[config.mk]
export PLATFORM = sky130hd
export DESIGN_NAME = fault_inject_00_flat
export DESIGN_NICKNAME = d
export VERILOG_FILES = /design/src/rtl/fault_inject_00_if.sv /design/src/rtl/fault_inject_00.sv /design/src/flat_wrapper.sv
export SDC_FILE = /design/constraint.sdc
export NUM_CORES = 1
export LEC_CHECK = 0
export CAP_MARGIN = 15
export CORE_ASPECT_RATIO = 1.75
export CORE_MARGIN = 5
export CORE_UTILIZATION = 43
export CTS_CLUSTER_DIAMETER = 60
export DETAILED_ROUTE_END_ITERATION = 10
export HOLD_SLACK_MARGIN = 0.03
export MAX_ROUTING_LAYER = met4
export PLACE_DENSITY = 0.85
export SYNTH_ARGS = -nofsm -noshare
export SYNTH_HDL_FRONTEND = slang
export SYNTH_SLANG_ARGS = --single-unit
export TNS_END_PERCENT = 30
[constraint.sdc]
create_clock -name clk -period 2.3 [get_ports clk]
set_input_delay 0.46 -clock clk [delete_from_list [all_inputs] [get_ports clk]]
set_output_delay 0.46 -clock clk [all_outputs]
set_load 0.01 [all_outputs]
[src/rtl/fault_inject_00_if.sv]
// Stream bundle for fault_inject_00: upstream (s_*) and downstream (m_*) valid/ready channels.
// The slave modport is the injector's view; master is the environment's view.
interface fault_inject_00_if #(
   parameter int DATA_W = 32
) ();
   logic              s_valid;
   logic              s_ready;
   logic [DATA_W-1:0] s_data;
   logic              m_valid;
   logic              m_ready;
   logic              m_fault;
   logic [DATA_W-1:0] m_data;

   modport master (
      output s_valid, s_data, m_ready,
      input  s_ready, m_valid, m_data, m_fault
   );

   modport slave (
      input  s_valid, s_data, m_ready,
      output s_ready, m_valid, m_data, m_fault
   );
endinterface

[src/rtl/fault_inject_00.sv]
// Inline stream fault injector: XORs LFSR-derived flip patterns into beats at a programmable rate.
// Optional macro FAULT_INJ_ONESHOT_EN adds i_inj_oneshot for a single forced injection.
module fault_inject_00 #(
   parameter int DATA_W   = 32,
   parameter int PERIOD_W = 16
) (
   input  logic                clk,
   input  logic                rst,
   fault_inject_00_if.slave    bus,
   input  logic                i_inj_enable,
   input  logic [1:0]          i_inj_mode,
   input  logic [PERIOD_W-1:0] i_inj_period,
   input  logic [31:0]         i_lfsr_mask,
`ifdef FAULT_INJ_ONESHOT_EN
   input  logic                i_inj_oneshot,
`endif
   output logic [31:0]         o_fault_count
);
   localparam int IDX_W = $clog2(DATA_W);

   typedef enum logic [1:0] {
      MODE_PASS   = 2'd0,
      MODE_SINGLE = 2'd1,
      MODE_DOUBLE = 2'd2,
      MODE_FULL   = 2'd3
   } mode_e;

   logic                r_valid;
   logic                r_fault;
   logic [DATA_W-1:0]   r_data;
   logic [PERIOD_W-1:0] r_cnt;
   logic [31:0]         r_fault_count;

   mode_e               w_mode;
   logic                w_accept;
   logic                w_armed;
   logic                w_oneshot_hit;
   logic                w_inject;
   logic [IDX_W-1:0]    w_idx;
   logic [IDX_W-1:0]    w_idx_nxt;
   logic [DATA_W-1:0]   w_mask;

   assign w_mode      = mode_e'(i_inj_mode);
   assign bus.s_ready = !r_valid || bus.m_ready;
   assign w_accept    = bus.s_valid && bus.s_ready;
   assign w_armed     = i_inj_enable && (w_mode != MODE_PASS);

   // Natural IDX_W-bit wrap gives the (idx + 1) mod DATA_W neighbour for the double flip.
   assign w_idx     = i_lfsr_mask[IDX_W-1:0];
   assign w_idx_nxt = w_idx + IDX_W'(1);

   // NOTE: every always_comb output gets a default first so no path can infer a latch.
   always_comb begin
      w_mask = '0;
      case (w_mode)
         MODE_SINGLE: w_mask = DATA_W'(1) << w_idx;
         MODE_DOUBLE: w_mask = (DATA_W'(1) << w_idx) | (DATA_W'(1) << w_idx_nxt);
         MODE_FULL:   w_mask = i_lfsr_mask[DATA_W-1:0];
         default:     w_mask = '0;
      endcase
   end

`ifdef FAULT_INJ_ONESHOT_EN
   logic r_pending;

   // A pulse coinciding with an accept applies to that beat; otherwise it waits in r_pending.
   assign w_oneshot_hit = (r_pending || i_inj_oneshot) && (w_mode != MODE_PASS);

   always_ff @(posedge clk) begin
      if (rst) begin
         r_pending <= 1'b0;
      end else begin
         r_pending <= (r_pending || i_inj_oneshot) && !(w_accept && (w_mode != MODE_PASS));
      end
   end
`else
   assign w_oneshot_hit = 1'b0;
`endif

   assign w_inject = w_accept && ((w_armed && (r_cnt == '0)) || w_oneshot_hit);

   // NOTE: sequential state uses non-blocking assignments so every register samples pre-edge values.
   always_ff @(posedge clk) begin
      if (rst) begin
         r_valid       <= 1'b0;
         r_data        <= '0;
         r_fault       <= 1'b0;
         r_fault_count <= '0;
         r_cnt         <= i_inj_period;
      end else begin
         if (!w_armed) begin
            r_cnt <= i_inj_period;
         end else if (w_accept) begin
            r_cnt <= (r_cnt == '0) ? i_inj_period : r_cnt - PERIOD_W'(1);
         end

         if (w_accept) begin
            r_valid <= 1'b1;
            r_data  <= w_inject ? (bus.s_data ^ w_mask) : bus.s_data;
            r_fault <= w_inject;
         end else if (bus.m_ready) begin
            r_valid <= 1'b0;
         end

         if (w_inject && (r_fault_count != 32'hFFFF_FFFF)) begin
            r_fault_count <= r_fault_count + 32'd1;
         end
      end
   end

   assign bus.m_valid    = r_valid;
   assign bus.m_data     = r_data;
   assign bus.m_fault    = r_fault;
   assign o_fault_count  = r_fault_count;
endmodule

[src/flat_wrapper.sv]
// flat-port wrapper written by rule: the top's interface ports become plain ports
module fault_inject_00_flat 
#(
   parameter int DATA_W   = 32,
   parameter int PERIOD_W = 16
)
  (clk, rst, i_inj_enable, i_inj_mode, i_inj_period, i_lfsr_mask, o_fault_count, bus_s_valid, bus_s_data, bus_m_ready, bus_s_ready, bus_m_valid, bus_m_data, bus_m_fault);
  fault_inject_00_if #(.DATA_W(DATA_W)) bus_i ();
  input  logic clk;
  input  logic rst;
  input  logic i_inj_enable;
  input  logic [1:0] i_inj_mode;
  input  logic [PERIOD_W-1:0] i_inj_period;
  input  logic [31:0] i_lfsr_mask;
  output logic [31:0] o_fault_count;
  input wire logic [$bits(bus_i.s_valid)-1:0] bus_s_valid;
  input wire logic [$bits(bus_i.s_data)-1:0] bus_s_data;
  input wire logic [$bits(bus_i.m_ready)-1:0] bus_m_ready;
  output wire logic [$bits(bus_i.s_ready)-1:0] bus_s_ready;
  output wire logic [$bits(bus_i.m_valid)-1:0] bus_m_valid;
  output wire logic [$bits(bus_i.m_data)-1:0] bus_m_data;
  output wire logic [$bits(bus_i.m_fault)-1:0] bus_m_fault;
  assign bus_i.s_valid = bus_s_valid;
  assign bus_i.s_data = bus_s_data;
  assign bus_i.m_ready = bus_m_ready;
  assign bus_s_ready = bus_i.s_ready;
  assign bus_m_valid = bus_i.m_valid;
  assign bus_m_data = bus_i.m_data;
  assign bus_m_fault = bus_i.m_fault;
  fault_inject_00 #(.DATA_W(DATA_W), .PERIOD_W(PERIOD_W)) u_core (.clk(clk), .rst(rst), .bus(bus_i), .i_inj_enable(i_inj_enable), .i_inj_mode(i_inj_mode), .i_inj_period(i_inj_period), .i_lfsr_mask(i_lfsr_mask), .o_fault_count(o_fault_count));
endmodule
-- Word level (Yosys, flattened, before mapping)
Index checks and enable logic that the tools add are counted.
Widths: inputs -> output; s select.
- bits in registers: 82
- latch bits: 0
- memory bits (writable): 0
- ROM bits: 0
- output and inout port bits: 67
- word-level logic and storage cells: 35
- memories kept: 0
- add/sub/neg operators: 3
- multiply operators: 0
- divide/modulo/power cells: 0
- magnitude comparators: 0
- eq/ne operators: 5
- shifts and indexed selects: 2
- multiplexer cells: 8
- bitwise gates (word level): 2
- reductions and logical operators: 10
- operator list (kind ; count):
    $pmux 32 s3 ; 1
    $mux 16 ; 4
    $shl 1x5->32 const A ; 2
    $add 32x1->32 const B ; 1
    $mux 32 ; 1
    $ne 32x32->1 const B ; 1
    $or 32x32->32 ; 1
    $xor 32x32->32 ; 1
    $logic_not 16->1 ; 1
    $sub 16x1->16 const B ; 1
    $add 5x1->5 const B ; 1
    $logic_and 1x1->1 ; 5
    $eq 2x2->1 const B ; 2
    $reduce_bool 2->1 ; 2
    $ne 3x2->1 const B ; 1
    $eq 2x1->1 const B ; 1
    $mux 1 ; 2
    $logic_not 1->1 ; 1
    $logic_or 1x1->1 ; 1

-- Longest topological paths before layout
- depth after elaboration: 6
- mapped depth: 10
- gate-level depth less buffers: 8

-- Worst setup path before layout
OpenSTA, ideal clock, no wires.
- kind: register -> register
- from: reg u_core.r_cnt[0]
- to: reg u_core.r_fault_count[19], in the netlist u_core.o_fault_count[19]
- setup time: 0.121 ns
- data arrival time: 2.276 ns
- required time: 2.179 ns
- path slack: -0.097 ns
- stages on the path, launching flop included: 9
- buffers on the path: 0
- period minus slack after synthesis: 2.397 ns
- path through: edfxtp_1 -> inv_1 -> ha_1 -> nor4b_4 -> nand4_2 -> nor3_2 -> o211ai_1 -> nor4_1 -> mux2_2
- word-level cells in the longest chain between the ends: 4
- RTL lines (what ; RTL line ; text):
    from (decl) ; fault_inject_00.sv:31 ; logic [PERIOD_W-1:0] r_cnt;
    from (signal assigned) ; fault_inject_00.sv:89 ; r_cnt <= i_inj_period;
    from (signal assigned) ; fault_inject_00.sv:92 ; r_cnt <= i_inj_period;
    from (signal assigned) ; fault_inject_00.sv:94 ; r_cnt <= (r_cnt == '0) ? i_inj_period : r_cnt - PERIOD_W'(1);
    $logic_not 16->1 ; fault_inject_00.sv:80 ; assign w_inject = w_accept && ((w_armed && (r_cnt == '0)) || w_oneshot_hit);
    $logic_and 1x1->1 (2 in series) ; fault_inject_00.sv:80 ;
    $logic_and 1x1->1 ; fault_inject_00.sv:105 ; if (w_inject && (r_fault_count != 32'hFFFF_FFFF)) begin
    to (signal assigned) ; fault_inject_00.sv:106 ; r_fault_count <= r_fault_count + 32'd1;
    to (decl) ; fault_inject_00.sv:32 ; logic [31:0] r_fault_count;
No other way between the ends.
A chain may end at the register's enable or synchronous reset.

-- Worst setup path in the final report
- from: reg u_core.r_cnt[5]
- to: reg u_core.r_fault_count[7], in the netlist u_core.o_fault_count[7]
The elaborated chain is that of the path after synthesis.

==> metrics.txt <==
run status finished with violations; violated checks negative setup slack; Crit path top cell by count buf_4; switching share of power 26.8%; FF/Latch Area 1800 µm²; Post-synth EDFFs 16; DRT antenna net count 0; Synth area leaders dfxtp_1 27%, edfxtp_1 9.7%, nor2_1 5.0%; initial antenna violation count 0; post-synth top area share 26.6%; Clock power frac 37.6%; post-route cell area 7860 µm²; CTS Sinks 82; Pwr Density 488 nW/µm²; Flop pwr share 42.0%; Final Hold Fails 0; n_diodes 0; largest area contributor in the netlist dfxtp_1; Post-Synthesis Cells 602; multi-input logic area 3140 µm²; DRC errors left 0; Most Crowded Layer GR met2; wire length of the first global-routing pass 27600 µm; switching power 1.03 mW; CTS Buf Count 9; Net count, final 920; routed length per instance 18.6 µm; RSZ-0062 raised after global routing yes; Post-synth top cells 66 x dfxtp_1, 66 x nor2_1, 55 x nand2_1, 49 x o21ai_0; number of H-tree levels 3; vias in the first global route 5722; met3 usage 3.02%; CTS tree yes; Slew headroom 71.8%; Root Driver clkbuf_16; Final Setup Violations 1; crit-path max FO 5; LEAKAGE 2.85 nW; Critical Path AT 2.54 ns; minimum clock period 2.31 ns; pin count of the biggest net entering global routing 69; Worst path slowest cell edfxtp_1; IO Pins 154; grt ovf 0; Buffers & Inverters on Critical Path 2; # rows 52; startpoint types flip-flop; crit path kind flip-flop to flip-flop; Initial DRT Pass Iterations 5; fmax 433 MHz; Syn. warnings 0; Stages on worst setup path 8; routed via count 5636; Area after DPL 7310 µm²; vias per inst 5.80; flops & latches, synth 82; Avg Cell Area, Syn 8.24 µm²; crit end category flip-flop; CP cell instances nor4_4 -> nand4_2 -> buf_4 -> nor3_4 -> o211ai_1 -> buf_4 -> nor2_1 -> mux2_2; final wirelength 18000 µm; Cell variety after synth 60; Power Internal 2.80 mW; clock buffer depth 2; Synth async-reset ratio 0%; setup ws final -0.0101 ns; Worst Hold Class flip-flop to flip-flop; Comb power frac 20.3%; Syn-to-layout area delta 58.3%; register area share after synthesis 36.3%; Reg clk slew, reported paths 0.07 ns; Syn Std Cell Area 4960 µm²; worst-margin pin slew 0.419 ns; Syn Nets 691; fin. max-slew vios 0; Die ar. 13900 µm²; Die Wd 91.2 µm; Post-Route Skew 0.00955 ns; I/O Buffers 153; gpl congestion 1.00; met1 usage 23.4%; Max VDD drop 0.514 mV; fill count 924; Top Family by Delay on Critical Path simple AND/OR/NAND/NOR gates; Clock Latency Late Sink 0.34 ns; worst hold stages 2; period utilisation layout 100%; core area 11500 µm²; CP peak stage delay 0.46 ns; Initial Util 43.3%; met2 Resource Use GR 47.7%; CP required 2.53 ns; share of cells above drive strength 1 20.1%; Iter 0 DRT Violations 242; GRT Overall Usage 25.1%; DP HPWL 13800 µm; Reg2Reg Depth 8; Die Y 152 µm; max-cap violation count 0; Hold Slack 0.484 ns; Top FF cell, synth dfxtp_1; CTS Hold Buffers Added 0
power groups by stage:
| stage | combinational [mW] | sequential (mW) | clock, mW |
|---|---|---|---|
| finish | 0.780 | 1.61 | 1.44 |
| floorplan | 0.275 | 1.66 | 0 |
| global route | 0.831 | 1.62 | 1.51 |
| detailed placement | 0.748 | 1.64 | 0 |
| global placement | 0.733 | 1.64 | 0 |
| CTS | 0.761 | 1.61 | 1.45 |
per-layer routing:
metal / wire length, µm / share of wire [%]
met4: 1010 / 5.6
met2: 10100 / 56
met3: 843 / 4.7
met1: 6060 / 34
met5: 0 / 0
kinds of logic after synthesis:
kind of cell | count (synthesis) | synth area share [%]
xor gates and xnor gates | 42 | 7.41
DFF | 82 | 36.3
buffers and inverters | 50 | 4.29
and+or+nand+nor | 258 | 28.9
muxes | 6 | 1.29
adders and majority gates | 2 | 0.504
AOI/OAI and AO/OA | 162 | 21.3
registers in the layout, summed over array words and instances, names as in the netlist:
| signal | count |
|---|---|
| u_core.bus.m_data | 32 |
| u_core.bus.m_fault | 1 |
| u_core.bus.m_valid | 1 |
| u_core.o_fault_count | 32 |
| u_core.r_cnt | 16 |
stage by stage:
step                      cells  TNS (ns)  util, %  worst slack (ns)  total power, mW
after floorplan             602   -0.0149        -           -0.0149             1.93
after global placement      948     -8.79     63.8            -0.394             2.37
after detailed placement    948    -12.03     63.8            -0.395             2.39
after CTS                   966   -0.0565     67.1           -0.0378             3.82
after global routing        971     -1.90     68.6            -0.102             3.96
final                       971   -0.0101     68.6           -0.0101             3.83
worst reg2reg max path, cell delays in order (launching register included):
cell and delay [ns]:
edfxtp_1 0.46, nor4_4 0.38, nand4_2 0.19, buf_4 0.19, nor3_4 0.18, o211ai_1 0.19
buf_4 0.19, nor2_1 0.09, mux2_2 0.34
path summary, 6_finish.rpt:
path / endpoint / from / slack [ns]
worst max-delay path: u_core.o_fault_count[7]$_SDFFE_PP0P_ / u_core.r_cnt[5]$_DFFE_PP_ / -0.01
worst min-delay path: u_core.bus.m_fault$_SDFFE_PP0P_ / u_core.bus.m_fault$_SDFFE_PP0P_ / 0.48
worst max register to register: u_core.o_fault_count[7]$_SDFFE_PP0P_ / u_core.r_cnt[5]$_DFFE_PP_ / -0.01
worst min register to register: u_core.bus.m_fault$_SDFFE_PP0P_ / u_core.bus.m_fault$_SDFFE_PP0P_ / 0.48
final cells by class:
class | instances | area share [%]
Tap cell | 135 | 2.15
Clock inverter | 5 | 0.462
Clock buffer | 11 | 3.36
Inverter | 10 | 0.478
Sequential cell | 82 | 22.9
Multi-Input combinational cell | 471 | 40.0
Timing Repair Buffer | 257 | 30.6
cell usage in the layout, fill, tap and decap left out, types with 4 or more instances in the layout:
master and n:
inv_1 8, nand3b_1 4, nor4_4 6, nor2b_1 9, clkbuf_16 10, nor3_1 7
a311oi_1 11, a21oi_1 31, xor2_1 16, nand3_1 12, or4_1 5, and3_1 8
buf_12 7, a211oi_1 16, edfxtp_1 16, and4_1 8, nor4_1 4, clkdlybuf4s50_1 152
o21ai_0 47, nor2_1 66, a31oi_1 11, a311oi_2 6, xnor2_1 25, buf_4 95
or3_1 28, o211ai_1 6, nand4_1 14, dfxtp_1 66, nand2b_1 8, nand2_1 55
timing repair:
item / CTS / global route
pin swaps: 12 / 20
buffers inserted: 2 / 4
resized for setup: 12 / 24
gates cloned: 0 / 1
setup endpoints to repair: 33 / 51
Note: power is estimated with default switching activity, not from simulation.
